<file path="src/rtl/scr1_dmi_arb.sv">
// scr1_dmi_arb: two-port round-robin arbiter and sequencer for the single Debug Module DMI port.
//   clk, rst          : clock, synchronous active-high reset
//   req_i/wr_i        : per-port request (held until gnt_o) and write flag
//   addr_i/wdata_i    : per-port payload, sampled on the granting edge
//   gnt_o             : combinational one-hot accept (IDLE only)
//   resp_o/err_o      : one-cycle completion pulse to the owner, err_o=1 on timeout
//   rdata_o           : read data with resp_o, 0 for writes and timeouts
//   dmi_req..dmi_wdata: registered DM request, stable while BUSY
//   dmi_resp/dmi_rdata: DM response strobe and read data
module scr1_dmi_arb #(
    parameter int TIMEOUT                 = 255,
    parameter int SCR1_DBG_DMI_ADDR_WIDTH = 7,
    parameter int SCR1_DBG_DMI_DATA_WIDTH = 32
) (
    input  logic                                         clk,
    input  logic                                         rst,
    input  logic [1:0]                                   req_i,
    input  logic [1:0]                                   wr_i,
    input  logic [1:0][SCR1_DBG_DMI_ADDR_WIDTH-1:0]      addr_i,
    input  logic [1:0][SCR1_DBG_DMI_DATA_WIDTH-1:0]      wdata_i,
    output logic [1:0]                                   gnt_o,
    output logic [1:0]                                   resp_o,
    output logic                                         err_o,
    output logic [SCR1_DBG_DMI_DATA_WIDTH-1:0]           rdata_o,
    output logic                                         dmi_req,
    output logic                                         dmi_wr,
    output logic [SCR1_DBG_DMI_ADDR_WIDTH-1:0]           dmi_addr,
    output logic [SCR1_DBG_DMI_DATA_WIDTH-1:0]           dmi_wdata,
    input  logic                                         dmi_resp,
    input  logic [SCR1_DBG_DMI_DATA_WIDTH-1:0]           dmi_rdata
);
    localparam int CW = (TIMEOUT > 0) ? $clog2(TIMEOUT + 1) : 1;
    localparam logic [CW-1:0] LAST_CNT = CW'(TIMEOUT - 1);

    typedef enum logic {IDLE, BUSY} state_e;

    state_e                              state_q;
    logic                                last_q;
    logic                                owner_q;
    logic [CW-1:0]                       cnt_q;
    logic [CW-1:0]                       cnt_d;
    logic                                dmi_req_q;
    logic                                dmi_wr_q;
    logic [SCR1_DBG_DMI_ADDR_WIDTH-1:0]  dmi_addr_q;
    logic [SCR1_DBG_DMI_DATA_WIDTH-1:0]  dmi_wdata_q;
    logic [1:0]                          resp_q;
    logic                                err_q;
    logic [SCR1_DBG_DMI_DATA_WIDTH-1:0]  rdata_q;
    logic                                win;
    logic                                expire;

    // Under contention the port that did not win last time goes first.
    assign win    = &req_i ? ~last_q : req_i[1];
    assign gnt_o  = (state_q == IDLE && |req_i) ? (win ? 2'b10 : 2'b01) : 2'b00;
    assign cnt_d  = cnt_q + CW'(1);
    // Counter reads TIMEOUT-1 in the last BUSY cycle the DM is allowed.
    assign expire = (TIMEOUT != 0) && (cnt_q == LAST_CNT);

    always_ff @(posedge clk) begin
        if (rst) begin
            state_q     <= IDLE;
            last_q      <= 1'b1;
            owner_q     <= 1'b0;
            cnt_q       <= '0;
            dmi_req_q   <= 1'b0;
            dmi_wr_q    <= 1'b0;
            dmi_addr_q  <= '0;
            dmi_wdata_q <= '0;
            resp_q      <= 2'b00;
            err_q       <= 1'b0;
            rdata_q     <= '0;
        end else begin
            resp_q  <= 2'b00;
            err_q   <= 1'b0;
            rdata_q <= '0;
            case (state_q)
                IDLE: begin
                    if (|req_i) begin
                        state_q     <= BUSY;
                        owner_q     <= win;
                        last_q      <= win;
                        cnt_q       <= '0;
                        dmi_req_q   <= 1'b1;
                        dmi_wr_q    <= wr_i[win];
                        dmi_addr_q  <= addr_i[win];
                        dmi_wdata_q <= wdata_i[win];
                    end
                end
                BUSY: begin
                    cnt_q <= cnt_d;
                    // A response in the expiry cycle still counts as success.
                    if (dmi_resp || expire) begin
                        state_q   <= IDLE;
                        dmi_req_q <= 1'b0;
                        resp_q    <= owner_q ? 2'b10 : 2'b01;
                        err_q     <= ~dmi_resp;
                        rdata_q   <= (dmi_resp && !dmi_wr_q) ? dmi_rdata : '0;
                    end
                end
                default: state_q <= IDLE;
            endcase
        end
    end

    assign resp_o    = resp_q;
    assign err_o     = err_q;
    assign rdata_o   = rdata_q;
    assign dmi_req   = dmi_req_q;
    assign dmi_wr    = dmi_wr_q;
    assign dmi_addr  = dmi_addr_q;
    assign dmi_wdata = dmi_wdata_q;
endmodule

</file>
<file path="config.mk">
export PLATFORM = sky130hd
export DESIGN_NAME = scr1_dmi_arb
export DESIGN_NICKNAME = d
export VERILOG_FILES = /design/src/rtl/scr1_dmi_arb.sv
export SDC_FILE = /design/constraint.sdc
export NUM_CORES = 1
export LEC_CHECK = 0
export ABC_AREA = 1
export CAP_MARGIN = 20
export CELL_PAD_IN_SITES_DETAIL_PLACEMENT = 1
export CELL_PAD_IN_SITES_GLOBAL_PLACEMENT = 2
export CORE_UTILIZATION = 18
export CTS_CLUSTER_SIZE = 24
export DETAILED_ROUTE_END_ITERATION = 6
export PLACE_DENSITY_LB_ADDON = 0.1
export SLEW_MARGIN = 10
export SYNTH_ARGS = -nofsm -noshare
export SYNTH_HDL_FRONTEND = slang
export SYNTH_SLANG_ARGS = --single-unit
</file>
<file path="constraint.sdc">
create_clock -name clk -period 1.12 [get_ports clk]
set_input_delay 0.224 -clock clk [delete_from_list [all_inputs] [get_ports clk]]
set_output_delay 0.224 -clock clk [all_outputs]
set_load 0.05 [all_outputs]
</file>
==> results.md <==
Floorplan:
- The count of pins on the block boundary is between 150 and 200.
- The die footprint is 20200 µm².
- The initial standard-cell utilization of the core is 18.7%.
- Row generation in the floorplan step produced 50 rows.
- The die is 142 µm tall.
- The core area is 19000 µm².
- Measured along the x axis, the die boundary spans 142 µm.

Critical path:
- The element type at the critical path end is an output port.
- The critical path data required time is ~0.9 ns.
- The count of buffering cells on the critical path with inverters included is 3.
- Among all stages on the critical path, the largest delay is contributed by sky130_fd_sc_hd__dfxtp_4.
- The maximum fanout count along the critical path is 2.
- The launch point of the worst path is state_q.
- The worst setup path is launched from a register.
- The worst setup path is of the register to output port kind.
- The source of the worst register-to-register timing path is state_q.
- In this design, the critical path's most frequently occurring cell is sky130_fd_sc_hd__buf_12.
- The largest incremental delay on the critical path is 0.35 ns.
- For the worst setup path, the data arrival time is between 1 and 1.5 ns.
- Walking the worst path, the cells encountered are buf_12, nor2_8, inv_6, a21oi_4, buf_12.
- The cell class contributing the biggest share of worst-path delay is flip-flops.

Timing:
- The total count of hold-check failures in the final report is 0.
- The worst pin sits at a relative slew slack of 77.7%.
- Across all hold checks on the routed design, the worst slack comes to approximately 0.41 ns.
- The number of failing setup endpoints in the final timing report is 58.
- The number of pins exceeding their max-slew limit in the final report is 0.
- Of the available clock period, the critical path in the final layout requires 131%.
- Between clock sinks in the finished design, the worst skew comes to 0.00724 ns.
- The final worst slack is -0.351 ns.
- For the pin with the worst max-slew slack, the measured transition is between 0.3 and 0.4 ns.
- The maximum frequency from static timing analysis is 0.680 GHz.
- Setup repair after global routing could not meet its margin everywhere.
- The post-layout minimum cycle time is 1.47 ns.

Route:
- The initial DRC count is 89.
- The detailed-route DRC error count is 0.
- The detail route stage leaves a number of antenna-violating nets equal to 0.
- The total length of routed wires is ~16000 µm.
- The post-detailed-route via-to-cell ratio is 4.11.
- After detailed routing, the average wire length per cell comes to 15.8 µm.
- The total iterations of the first detailed-routing run is 4.
- The total via count after detailed routing is 4048.

Pwr:
- The portion of total power attributed to combinational logic is between 30% and 40%.
- The leakage power figure is 3.50 nW.
- The share of power burned in the clock network is about a third.
- Dividing total power by cell area gives a power density of around 1200 nW/µm².
- The total internal power is 6.85 mW.
- In this run switching power makes up approximately 30% of total power.
- IR analysis of the VDD net gives a maximum drop of 0.615 mV.
- The sequential share of power is 35.6%.
- The switching component of the power is 2.93 mW.

Yosys:
- Yosys mapped the design onto 24 distinct sky130hd cell types.
- Counting flops and latches in the post-synthesis netlist gives 87.
- The fraction of synthesized cell area in xor and xnor cells is 0.248%.
- Yosys printed 0 warnings.
- The sequential fraction of the synthesis area is 49.2%.
- After Yosys synthesis, and, or, nand and nor cells account for 34.0% of the synthesized area.
- The synthesized netlist devotes a little over 5% of its cell area to compound gates.
- The async set or reset register ratio after synthesis is 0%.
- A synthesized cell averages 7.38 µm².
- The primary flip-flop cell chosen by synthesis mapping is sky130_fd_sc_hd__dfxtp_1.
- When the netlist entered floorplanning its net count stood at ~600.
- After technology mapping, the gate count stands at between 400 and 500.
- The mux contribution to synthesized area is 0%.
- The synthesized design contains 0 enable-type register cells.
- The synthesized netlist devotes 0.707% of its cell area to adder and majority cells.
- The synthesized netlist occupies a cell area of 3540 µm².
- After synthesis, the largest family of logic cells by area is simple AND/OR/NAND/NOR gates.

Run:
- Across the run, the number of max-cap violations was 0.

Place:
- The total half-perimeter wirelength after legalization and detailed placement is 10500 µm.
- Buffers placed on the I/O ports in this run total 194.
- The area after detailed placement is 6720 µm².
- The congestion estimate from routability-driven global placement came to 0.736.

GRT:
- The via count of the first global-routing pass is ~4200.
- The number of antenna violations at the first check in global routing came to 0.
- For this run, the total global-route usage over all layers was measured as 14.7%.
- Entering global routing, the biggest net connects 24 pins.
- The leftover overflow at the end of global routing is 0.
- The global-route wire length before repair is ~23000 µm.

Hold path:
- The tightest min-delay check is of the input pin to register type.
- The launch point of the worst hold path is dmi_rdata[27].

Clock tree:
- Clock tree synthesis found a total of 87 sinks.
- The H-tree was split into 3 levels.
- The tree is rooted in a sky130_fd_sc_hd__clkbuf_16.
- TritonCTS built the clock tree.
- The buffer levels on the longest clock path is 2.
- The number of clock buffers added by TritonCTS is 9.
- The clock latency on the worst-skew pair is 0.34 ns.
- The clock slew seen by the registers of the worst setup and hold paths is 0.07 ns.

Final layout:
- The proportion of layout cells with a drive suffix above 1 is 46.3%.
- After the last flow step, the layout net total stands at 840.
- The antenna diode instance count is 0.
- The post-route standard cell area excluding fillers is 8230 µm².
- The library cell used most frequently in the layout, excluding fill and tap cells, is sky130_fd_sc_hd__clkdlybuf4s50_1.
- In the layout the commonest cells are sky130_fd_sc_hd__clkdlybuf4s50_1, sky130_fd_sc_hd__nand2_1, sky130_fd_sc_hd__buf_12.
- The layout overhead on the synthesized area is 133%.

Status:
- The run finished, with violations left.
- The final reports fail on negative setup slack.
-- metrics by stage --
step / setup slack [ns] / std cells / util [%] / power, mW / setup TNS (ns)
2_1_floorplan: -0.170 / 479 / - / 4.57 / -0.170
3_3_place_gp: -0.559 / 936 / 35.5 / 6.01 / -37.98
3_5_place_dp: -0.608 / 936 / 35.5 / 6.03 / -39.95
4_1_cts: -0.383 / 969 / 39.2 / 9.56 / -11.01
5_1_grt: -0.400 / 986 / 43.4 / 10.2 / -13.17
6_report: -0.351 / 986 / 43.4 / 9.78 / -9.00
-- sequential cells by signal (all words and copies together), names as in the netlist --
signal	cells
dmi_wdata	32
rdata_o	32
cnt_q	8
dmi_addr	7
resp_o	2
dmi_req	1
dmi_wr	1
err_o	1
last_q	1
owner_q	1
state_q	1
-- logic make-up after synthesis --
group / count (synthesis)
buffers and inverters: 74
flip-flops: 87
AND/OR/NAND/NOR: 279
AO/OA/AOI/OAI: 36
adder cells (fa/ha/maj): 2
XOR/XNOR: 1
-- path summary, 6_finish.rpt --
path              endpoint  slack, ns  depth (start not counted)
max               gnt_o[0]      -0.35                          5
max reg2reg  dmi_wdata[29]      -0.29                          9
min            rdata_o[27]       0.41                          3
min reg2reg      resp_o[0]       0.41                          1
-- synth_stat cells (2+ instances only) --
cell,instances,area (µm²)
sky130_fd_sc_hd__buf_2,11,55.1
sky130_fd_sc_hd__inv_2,2,7.51
sky130_fd_sc_hd__nand2_2,2,12.5
sky130_fd_sc_hd__clkbuf_1,2,7.51
sky130_fd_sc_hd__o21ai_1,2,10.0
sky130_fd_sc_hd__nand2_1,165,619
sky130_fd_sc_hd__o21ai_0,3,15.0
sky130_fd_sc_hd__buf_4,9,67.6
sky130_fd_sc_hd__o22ai_1,2,12.5
sky130_fd_sc_hd__nor2_2,2,12.5
sky130_fd_sc_hd__nor2_1,43,161
sky130_fd_sc_hd__inv_4,2,12.5
sky130_fd_sc_hd__dfxtp_1,87,1740
sky130_fd_sc_hd__buf_6,6,67.6
sky130_fd_sc_hd__a21oi_1,29,145
sky130_fd_sc_hd__nand4_1,12,75.1
sky130_fd_sc_hd__nor2_8,2,40.0
sky130_fd_sc_hd__nand3_1,50,250
sky130_fd_sc_hd__ha_1,2,25.0
sky130_fd_sc_hd__inv_1,42,158
-- power groups by stage --
stage / registers, mW / logic [mW] / clock network, mW
after floorplan: 3.97 / 0.601 / 0
after global placement: 3.52 / 2.49 / 0
after detailed placement: 3.52 / 2.51 / 0
after CTS: 3.47 / 2.72 / 3.37
after global routing: 3.50 / 3.22 / 3.52
final: 3.48 / 3.05 / 3.25
-- layout make-up --
type | count | area (µm²)
inverters | 46 | 194
repair buffers | 258 | 3630
multi-input cells | 319 | 1960
clock buffers | 11 | 233
fillers | 2091 | 10700
well taps | 260 | 325
flip-flops and latches | 87 | 1810
clock inverters | 5 | 81.3
-- routing by layer --
layer / GRT usage, % / vias up / wire [µm]
li1: - / 1984 / -
met3: 3.16 / 15 / 666
met2: 27.6 / 92 / 8410
met4: 4.92 / 0 / 238
met1: 16.1 / 1957 / 6290
met5: 0 / - / 0
-- repair_timing --
| item | in CTS | in global routing |
|---|---|---|
| gates resized for setup | 69 | 176 |
| hold buffers | 0 | 0 |
| endpoints found under the setup margin | 81 | 103 |
| gates cloned | 4 | 8 |
| hold endpoints to repair | 0 | 0 |
| pin swaps | 4 | 47 |
| buffers inserted | 13 | 15 |
-- worst min-delay path: stages --
cell and delay [ns]:
sky130_fd_sc_hd__clkdlybuf4s50_1 0.39, sky130_fd_sc_hd__inv_1 0.05, sky130_fd_sc_hd__nor2_1 0.04
Note: power is estimated with default switching activity, not from simulation.
